**src/rtl/dw_batch_grad_if.sv**
```systemverilog
// Operand and result streams of the delta-weight generator.
// The block itself connects through the slave modport.
interface dw_batch_grad_if #(
  parameter int unsigned DATA_W = 16,
  parameter int unsigned N_IN   = 4
);
  localparam int unsigned IDX_W = (N_IN > 1) ? $clog2(N_IN) : 1;

  logic              in_valid;
  logic              in_ready;
  logic [DATA_W-1:0] in_layer;
  logic [DATA_W-1:0] delta;
  logic              out_valid;
  logic              out_ready;
  logic [DATA_W-1:0] out_data;
  logic [IDX_W-1:0]  out_idx;

  modport master (
    output in_valid, in_layer, delta, out_ready,
    input  in_ready, out_valid, out_data, out_idx
  );

  modport slave (
    input  in_valid, in_layer, delta, out_ready,
    output in_ready, out_valid, out_data, out_idx
  );
endinterface

```
**src/rtl/dw_batch_grad.sv**
```systemverilog
// Delta-weight generator: dW[i] = 2^-LR_SHIFT * sum(in_layer[i] * delta) over a batch,
// using one time-shared multiplier and per-channel accumulators.
module dw_batch_grad #(
  parameter int unsigned DATA_W   = 16,
  parameter int unsigned FRAC_W   = 10,
  parameter int unsigned N_IN     = 4,
  parameter int unsigned LR_SHIFT = 5,
  parameter int unsigned BATCH_W  = 4
) (
  input  logic               clk,
  input  logic               rst,
  input  logic               start,
  input  logic [BATCH_W-1:0] batch_len,
  dw_batch_grad_if.slave     strm,
  output logic               busy,
  output logic               done
);
  localparam int unsigned IDX_W = (N_IN > 1) ? $clog2(N_IN) : 1;
  localparam int unsigned PROD_W = 2 * DATA_W;
  localparam int unsigned ACC_W = PROD_W + BATCH_W;
  localparam int unsigned SHIFT = FRAC_W + LR_SHIFT;

  localparam logic [IDX_W-1:0] LastCh = IDX_W'(N_IN - 1);
  localparam logic signed [ACC_W:0] RoundK = (ACC_W + 1)'(1) << (SHIFT - 1);
  localparam logic signed [ACC_W:0] MaxV = (ACC_W + 1)'((64'd1 << (DATA_W - 1)) - 64'd1);
  localparam logic signed [ACC_W:0] MinV = -MaxV - (ACC_W + 1)'(1);

  typedef enum logic [1:0] {StIdle, StAccum, StEmit} state_e;

  state_e state_q, state_d;

  logic [IDX_W-1:0]        ch_q;
  logic [IDX_W-1:0]        idx_q;
  logic [BATCH_W-1:0]      smp_q;
  logic [BATCH_W-1:0]      len_q;
  logic                    done_q;
  logic signed [ACC_W-1:0] acc_q [N_IN];

  logic                     beat;
  logic                     last_beat;
  logic                     out_hs;
  logic                     last_out;
  logic [BATCH_W-1:0]       eff_len;
  logic signed [PROD_W-1:0] prod;
  logic signed [ACC_W-1:0]  prod_ext;
  logic signed [ACC_W-1:0]  acc_sel;
  logic signed [ACC_W:0]    rnd;
  logic signed [ACC_W:0]    shf;
  logic [DATA_W-1:0]        sat;

  assign beat      = (state_q == StAccum) && strm.in_valid;
  assign last_beat = beat && (ch_q == LastCh) && (smp_q == len_q - BATCH_W'(1));
  assign out_hs    = (state_q == StEmit) && strm.out_ready;
  assign last_out  = out_hs && (idx_q == LastCh);
  assign eff_len   = (batch_len == '0) ? BATCH_W'(1) : batch_len;

  assign prod     = $signed(strm.in_layer) * $signed(strm.delta);
  assign prod_ext = {{BATCH_W{prod[PROD_W-1]}}, prod};

  always_ff @(posedge clk) begin
    if (rst) begin
      state_q <= StIdle;
    end else begin
      state_q <= state_d;
    end
  end

  always_comb begin
    state_d = state_q;
    case (state_q)
      StIdle:  if (start)     state_d = StAccum;
      StAccum: if (last_beat) state_d = StEmit;
      StEmit:  if (last_out)  state_d = StIdle;
      default:                state_d = StIdle;
    endcase
  end

  always_ff @(posedge clk) begin
    if (rst) begin
      ch_q   <= '0;
      idx_q  <= '0;
      smp_q  <= '0;
      len_q  <= '0;
      done_q <= 1'b0;
      for (int i = 0; i < N_IN; i++) acc_q[i] <= '0;
    end else begin
      done_q <= last_out;
      if ((state_q == StIdle) && start) begin
        for (int i = 0; i < N_IN; i++) acc_q[i] <= '0;
        len_q <= eff_len;
        ch_q  <= '0;
        smp_q <= '0;
        idx_q <= '0;
      end
      if (beat) begin
        acc_q[ch_q] <= acc_q[ch_q] + prod_ext;
        if (ch_q == LastCh) begin
          ch_q  <= '0;
          smp_q <= smp_q + BATCH_W'(1);
        end else begin
          ch_q <= ch_q + IDX_W'(1);
        end
      end
      if (out_hs) begin
        idx_q <= last_out ? '0 : idx_q + IDX_W'(1);
      end
    end
  end

  // Round half up, then arithmetic shift; one guard bit keeps the rounding add from wrapping.
  always_comb begin
    acc_sel = acc_q[idx_q];
    rnd     = {acc_sel[ACC_W-1], acc_sel} + RoundK;
    shf     = rnd >>> SHIFT;
    sat     = shf[DATA_W-1:0];
    if (shf > MaxV) begin
      sat = MaxV[DATA_W-1:0];
    end else if (shf < MinV) begin
      sat = MinV[DATA_W-1:0];
    end
  end

  assign strm.in_ready  = (state_q == StAccum);
  assign strm.out_valid = (state_q == StEmit);
  assign strm.out_data  = sat;
  assign strm.out_idx   = idx_q;
  assign busy           = (state_q != StIdle);
  assign done           = done_q;
endmodule

```
**src/flat_wrapper.sv**
```systemverilog
// flat-port wrapper written by rule: the top's interface ports become plain ports
module dw_batch_grad_flat 
#(
  parameter int unsigned DATA_W   = 16,
  parameter int unsigned FRAC_W   = 10,
  parameter int unsigned N_IN     = 4,
  parameter int unsigned LR_SHIFT = 5,
  parameter int unsigned BATCH_W  = 4
)
  (clk, rst, start, batch_len, busy, done, strm_in_valid, strm_in_layer, strm_delta, strm_out_ready, strm_in_ready, strm_out_valid, strm_out_data, strm_out_idx);
  dw_batch_grad_if #(.DATA_W(DATA_W), .N_IN(N_IN)) strm_i ();
  input  logic clk;
  input  logic rst;
  input  logic start;
  input  logic [BATCH_W-1:0] batch_len;
  output logic busy;
  output logic done;
  input wire logic [$bits(strm_i.in_valid)-1:0] strm_in_valid;
  input wire logic [$bits(strm_i.in_layer)-1:0] strm_in_layer;
  input wire logic [$bits(strm_i.delta)-1:0] strm_delta;
  input wire logic [$bits(strm_i.out_ready)-1:0] strm_out_ready;
  output wire logic [$bits(strm_i.in_ready)-1:0] strm_in_ready;
  output wire logic [$bits(strm_i.out_valid)-1:0] strm_out_valid;
  output wire logic [$bits(strm_i.out_data)-1:0] strm_out_data;
  output wire logic [$bits(strm_i.out_idx)-1:0] strm_out_idx;
  assign strm_i.in_valid = strm_in_valid;
  assign strm_i.in_layer = strm_in_layer;
  assign strm_i.delta = strm_delta;
  assign strm_i.out_ready = strm_out_ready;
  assign strm_in_ready = strm_i.in_ready;
  assign strm_out_valid = strm_i.out_valid;
  assign strm_out_data = strm_i.out_data;
  assign strm_out_idx = strm_i.out_idx;
  dw_batch_grad #(.DATA_W(DATA_W), .FRAC_W(FRAC_W), .N_IN(N_IN), .LR_SHIFT(LR_SHIFT), .BATCH_W(BATCH_W)) u_core (.clk(clk), .rst(rst), .start(start), .batch_len(batch_len), .strm(strm_i), .busy(busy), .done(done));
endmodule
```
**config.mk**
```make
export PLATFORM = sky130hd
export DESIGN_NAME = dw_batch_grad_flat
export DESIGN_NICKNAME = d
export VERILOG_FILES = /design/src/rtl/dw_batch_grad_if.sv /design/src/rtl/dw_batch_grad.sv /design/src/flat_wrapper.sv
export SDC_FILE = /design/constraint.sdc
export NUM_CORES = 1
export LEC_CHECK = 0
export ABC_AREA = 1
export CORE_MARGIN = 3
export CORE_UTILIZATION = 40
export CTS_BUF_LIST = sky130_fd_sc_hd__clkbuf_8
export CTS_CLUSTER_DIAMETER = 120
export DETAILED_ROUTE_END_ITERATION = 8
export HOLD_SLACK_MARGIN = 0.15
export PLACE_DENSITY = 0.61
export SYNTH_ARGS = -nofsm -noshare
export SYNTH_HDL_FRONTEND = slang
export SYNTH_SLANG_ARGS = --single-unit
```
**constraint.sdc**
```tcl
create_clock -name clk -period 10.1 [get_ports clk]
set_input_delay 2.02 -clock clk [delete_from_list [all_inputs] [get_ports clk]]
set_output_delay 2.02 -clock clk [all_outputs]
set_load 0.005 [all_outputs]
```
# Word level (Yosys, flattened, before mapping)
# Memories as Yosys holds them, arrays and structs flattened. A register that Yosys moved wholly into a read port is not among the register bits.
# Index checks and enable logic that the tools add are counted.
# totals
ff_bits	15
ramBits	144
in_bits	41
out_inout_bits	22
word_cells	75
n_memories	1
# memory_table
name	depth	width	read_ports	rd_ports_with_merged_regs	wr	line	text
u_core.acc_q	4	36	2	2	4	dw_batch_grad.sv:37	logic signed [ACC_W-1:0] acc_q [N_IN];
# op_classes
addsub	6
multipliers	1
magnitude_cmp	2
n_eq_ne	8
mux	34
bitwise	4
reduce_logical	13
# ops
op	count
$mux 36	5
$add 36x16->37 const B	1
$add 36x32->36	1
$reduce_or 36->1	1
$mul 16x16->32	1
$mux 16	2
$mux 2	13
$gt 22x16->1 const B	1
$lt 22x16->1 const B	1
$mux 4	4
$mux 1	9
$eq 2x2->1 const B	3
$logic_and 1x1->1	6
$pmux 2 s3	1
$reduce_bool 2->1	3
$add 2x1->2 const B	2
$add 4x1->4 const B	1
$eq 4x4->1	1
$logic_not 4->1	1
$ne 2x1->1 const B	2
$or 1x1->1	4
$sub 4x1->4 const B	1
$reduce_and 3->1	1
$eq 2x1->1 const B	1
other kinds (2)	2

# Logic depth before layout (Yosys ltp)
# logic_depth
depth_word	7
ltp_mapped	28
depth_no_buf	26

# Least setup slack after synthesis
# OpenSTA, ideal clock, no wires.
# synth_timing
path_kind	input port to flip-flop
startpoint	input strm_delta[3]
endpoint	memory u_core.acc_q[0][35] (netlist bit) (data pin)
setup_time_ns	0.266
arrival_time_ns	7.662
required_ns	9.834
path_slack_ns	2.172
cell_stages	23
path_buffers	2
cell_sequence	clkbuf_1 -> clkbuf_1 -> nand2_1 -> fa_1 -> inv_1 -> fa_1 -> inv_1 -> fa_1 -> inv_1 -> fa_1 -> inv_1 -> fa_1 -> fa_1 -> inv_1 -> ha_1 -> inv_1 -> nor3_1 -> a21oi_1 -> o21ai_0 -> a21oi_1 -> nand2_1 -> xnor2_1 -> nor2_1
# synth_lines
item	line	text
start, declared	flat_wrapper.sv:20	input wire logic [$bits(strm_i.delta)-1:0] strm_delta;
end, declared	dw_batch_grad.sv:37	

==> flow_metrics.env <==
export IMPL_path_max_fanout=16
export IMPL_cp_arrival_ns=8.83
export IMPL_overflow=0
export IMPL_synth_net_count=2902
export IMPL_utilization=0.439
export IMPL_antenna_found_initial=0
export IMPL_crit_slowest_cell="clkdlybuf4s50_1"
export IMPL_clock_root_buffer="clkbuf_8"
export IMPL_syn_cell_area_sq_um=20300
export IMPL_worstMarginPinSlew_ns=0.971
export IMPL_post_cts_setup_buffers=0
export IMPL_drcViolationCount=0
export IMPL_wl_per_cell_microns=16.8
export IMPL_min_period_ns=8.65
export IMPL_most_common_layout_cells="inv_1 (544), nand2_1 (500), fa_1 (314)"
export IMPL_max_slew_margin_rel=0.350
export IMPL_synthFlopType="edfxtp_1"
export IMPL_cts_tree="built"
export IMPL_cp_slowest_stage_delay_ns=0.92
export IMPL_htreeDepth=4
export IMPL_slew_violations=0
export IMPL_critPathCaptureType="flop"
export IMPL_status="finished, final reports clean"
export IMPL_rows=81
export IMPL_pre_cts_slack_ns=0.992
export IMPL_first_iter_violations=1167
export IMPL_nets=2891
export IMPL_fin_skew_ns=0.0173
export IMPL_clk_pin_slew_ns=0.10
export IMPL_grt_max_degree=73
export IMPL_dr_pass1_iters=5
export IMPL_antenna_left=0
export IMPL_post_dp_hpwl_microns=41100
export IMPL_finalSetupViolCount=0
export IMPL_area_delta_synth_final_pct=7.28
export IMPL_clock_tree_buffer_depth=2
export IMPL_start_util=0.409
export IMPL_required_ns=10.28
export IMPL_clk_latency_ns=0.48
export IMPL_worst_slack_ns=1.45
export IMPL_core_area_sq_um=49600
export IMPL_syn_area_per_cell_sq_um=8.34
export IMPL_postCtsResizedCells=0
export IMPL_post_route_period_util=0.857
export IMPL_ios=63
export IMPL_worst_setup_path_type="in2reg"
export IMPL_hold_class="reg2reg"
export IMPL_netlist_area_leader_share=0.310
export IMPL_synth_area_leaders="fa_1 (31%), edfxtp_1 (21%), inv_1 (10%)"
export IMPL_grt_pass1_vias=16392
export IMPL_clock_fmax_ghz=0.116
export IMPL_clkSinkCount=163
export IMPL_crit_chain="clkdlybuf4s50_1 -> nand2_1 -> fa_1 -> inv_1 -> fa_1 -> inv_1 -> fa_1 -> fa_1 -> fa_1 -> fa_1 -> inv_1 -> ha_1 -> nand2_1 -> nor2_1 -> inv_1 -> nor3_1 -> nand3_1 -> nand3_1 -> a21oi_1 -> xor2_1 -> nor2_1"
export IMPL_drv_cap=0
export IMPL_synth_cell_types=42
export IMPL_cp_common_cell="fa_1"
export IMPL_hold_buffers=0
export IMPL_yosys_register_bits=163
export IMPL_hold_viol_final=0
export IMPL_die_area_sq_um=53500
export IMPL_fin_tns_setup_ns=0
export IMPL_drt_vias_per_instance=4.98
export IMPL_synthCells=2432
export IMPL_routabilityCongestion=0.903
export IMPL_grt_pass1_wl_microns=86800
export IMPL_drive_gt1_frac=0.0316
export IMPL_die_w_microns=231
export IMPL_wl_microns=52200
export IMPL_rsz0062_at_grt="false"
export IMPL_cp_start_kind="input pin"
export IMPL_yosysSeqAreaShare=0.232
export IMPL_yosysWarnings=0
export IMPL_grt_use_total=0.204
export IMPL_die_h_microns=231
export IMPL_fill_cells=4829
export IMPL_io_buffers=62
export IMPL_synth_edf_count=144
export IMPL_dr_total_vias=15439
export IMPL_synth_top_cell_by_area="fa_1"
export IMPL_async_flop_share=0
export IMPL_cts_buffers=17
export IMPL_final_common_cell="inv_1"
## final timing paths
kind | from | endpoint | slack, ns | cells after the start
hold reg to reg | u_core.len_q[1] | u_core.len_q[1] | 0.49 | 2
hold / removal | u_core.len_q[1] | u_core.len_q[1] | 0.49 | 2
setup reg to reg | flop | u_core.acc_q[1][33] | 2.92 | 23
setup / recovery | strm_in_layer[15] | u_core.acc_q[1][29] | 1.45 | 21
## stage by stage
| stage | hold slack [ns] | cells | instance area, sq um |
|---|---|---|---|
| global placement | 0.476 | 3066 | 21400 |
| CTS | 0.495 | 3098 | 21800 |
| detailed placement | 0.479 | 3066 | 21400 |
| finish | 0.488 | 3099 | 21800 |
| global route | 0.529 | 3098 | 21800 |
| floorplan | 0.453 | 2432 | 20300 |
## cell usage after synthesis (3+ instances only)
library cell  instances
nand3_1              68
nor2_1              299
buf_1                 3
a211oi_1              3
a32o_1                3
nor3_1                7
edfxtp_1            144
dfxtp_1              19
buf_2                 4
o21bai_1              5
nand2_1             502
nor2_2                9
a31oi_1               5
buf_6                 9
o22ai_1              34
a21oi_1              43
xor2_1               33
fa_1                314
clkbuf_1             94
nand2_2               4
inv_1               542
nand4_1              13
ha_1                115
inv_2                 3
o21ai_0             110
xnor2_1              24
nor4_1                3
## critical path, delay by kind of cell
| kind | cells | cell delay, ns |
|---|---|---|
| AND/OR/NAND/NOR | 7 | 1.11 |
| XOR/XNOR | 1 | 0.44 |
| buffers and inverters | 5 | 1.37 |
| adder cells (fa/ha/maj) | 7 | 3.78 |
| AO/OA/AOI/OAI | 1 | 0.10 |
## logic make-up after synthesis
logic type | synth area share
DFF | 0.232
buffers and inverters | 0.126
xor gates and xnor gates | 0.0246
AOI/OAI and AO/OA | 0.0574
adders and majority gates | 0.381
and+or+nand+nor | 0.179
## state kept, by name, indices dropped and copies added, names as in the netlist, named ones only
name / count
u_core.strm.out_idx: 2
u_core.len_q: 4
u_core.done: 1
u_core.state_q: 2
u_core.ch_q: 2
u_core.smp_q: 4
u_core.acc_q: 144
## routing by layer
metal / GRT usage / up-vias / part of all wire
li1: - / 7282 / -
met1: 0.285 / 7606 / 0.45
met2: 0.340 / 474 / 0.48
met3: 0.0195 / 77 / 0.049
met4: 0.0579 / 0 / 0.023
met5: 0 / - / 0
## area by class of cell
class | instances | area, sq um | share of cell area
sequential | 163 | 4710 | 0.216
inverter | 547 | 2060 | 0.0947
antenna | 1 | 2.50 | 0.000115
tap | 664 | 831 | 0.0382
multi-input combinational | 1610 | 13000 | 0.598
clock buffer | 17 | 234 | 0.0108
clock inverter | 15 | 133 | 0.00609
timing repair buffer | 82 | 771 | 0.0354
Power is left out: the tool's default activity adds up to more than one toggle a clock period on the data nets, which glitch-free logic cannot reach.
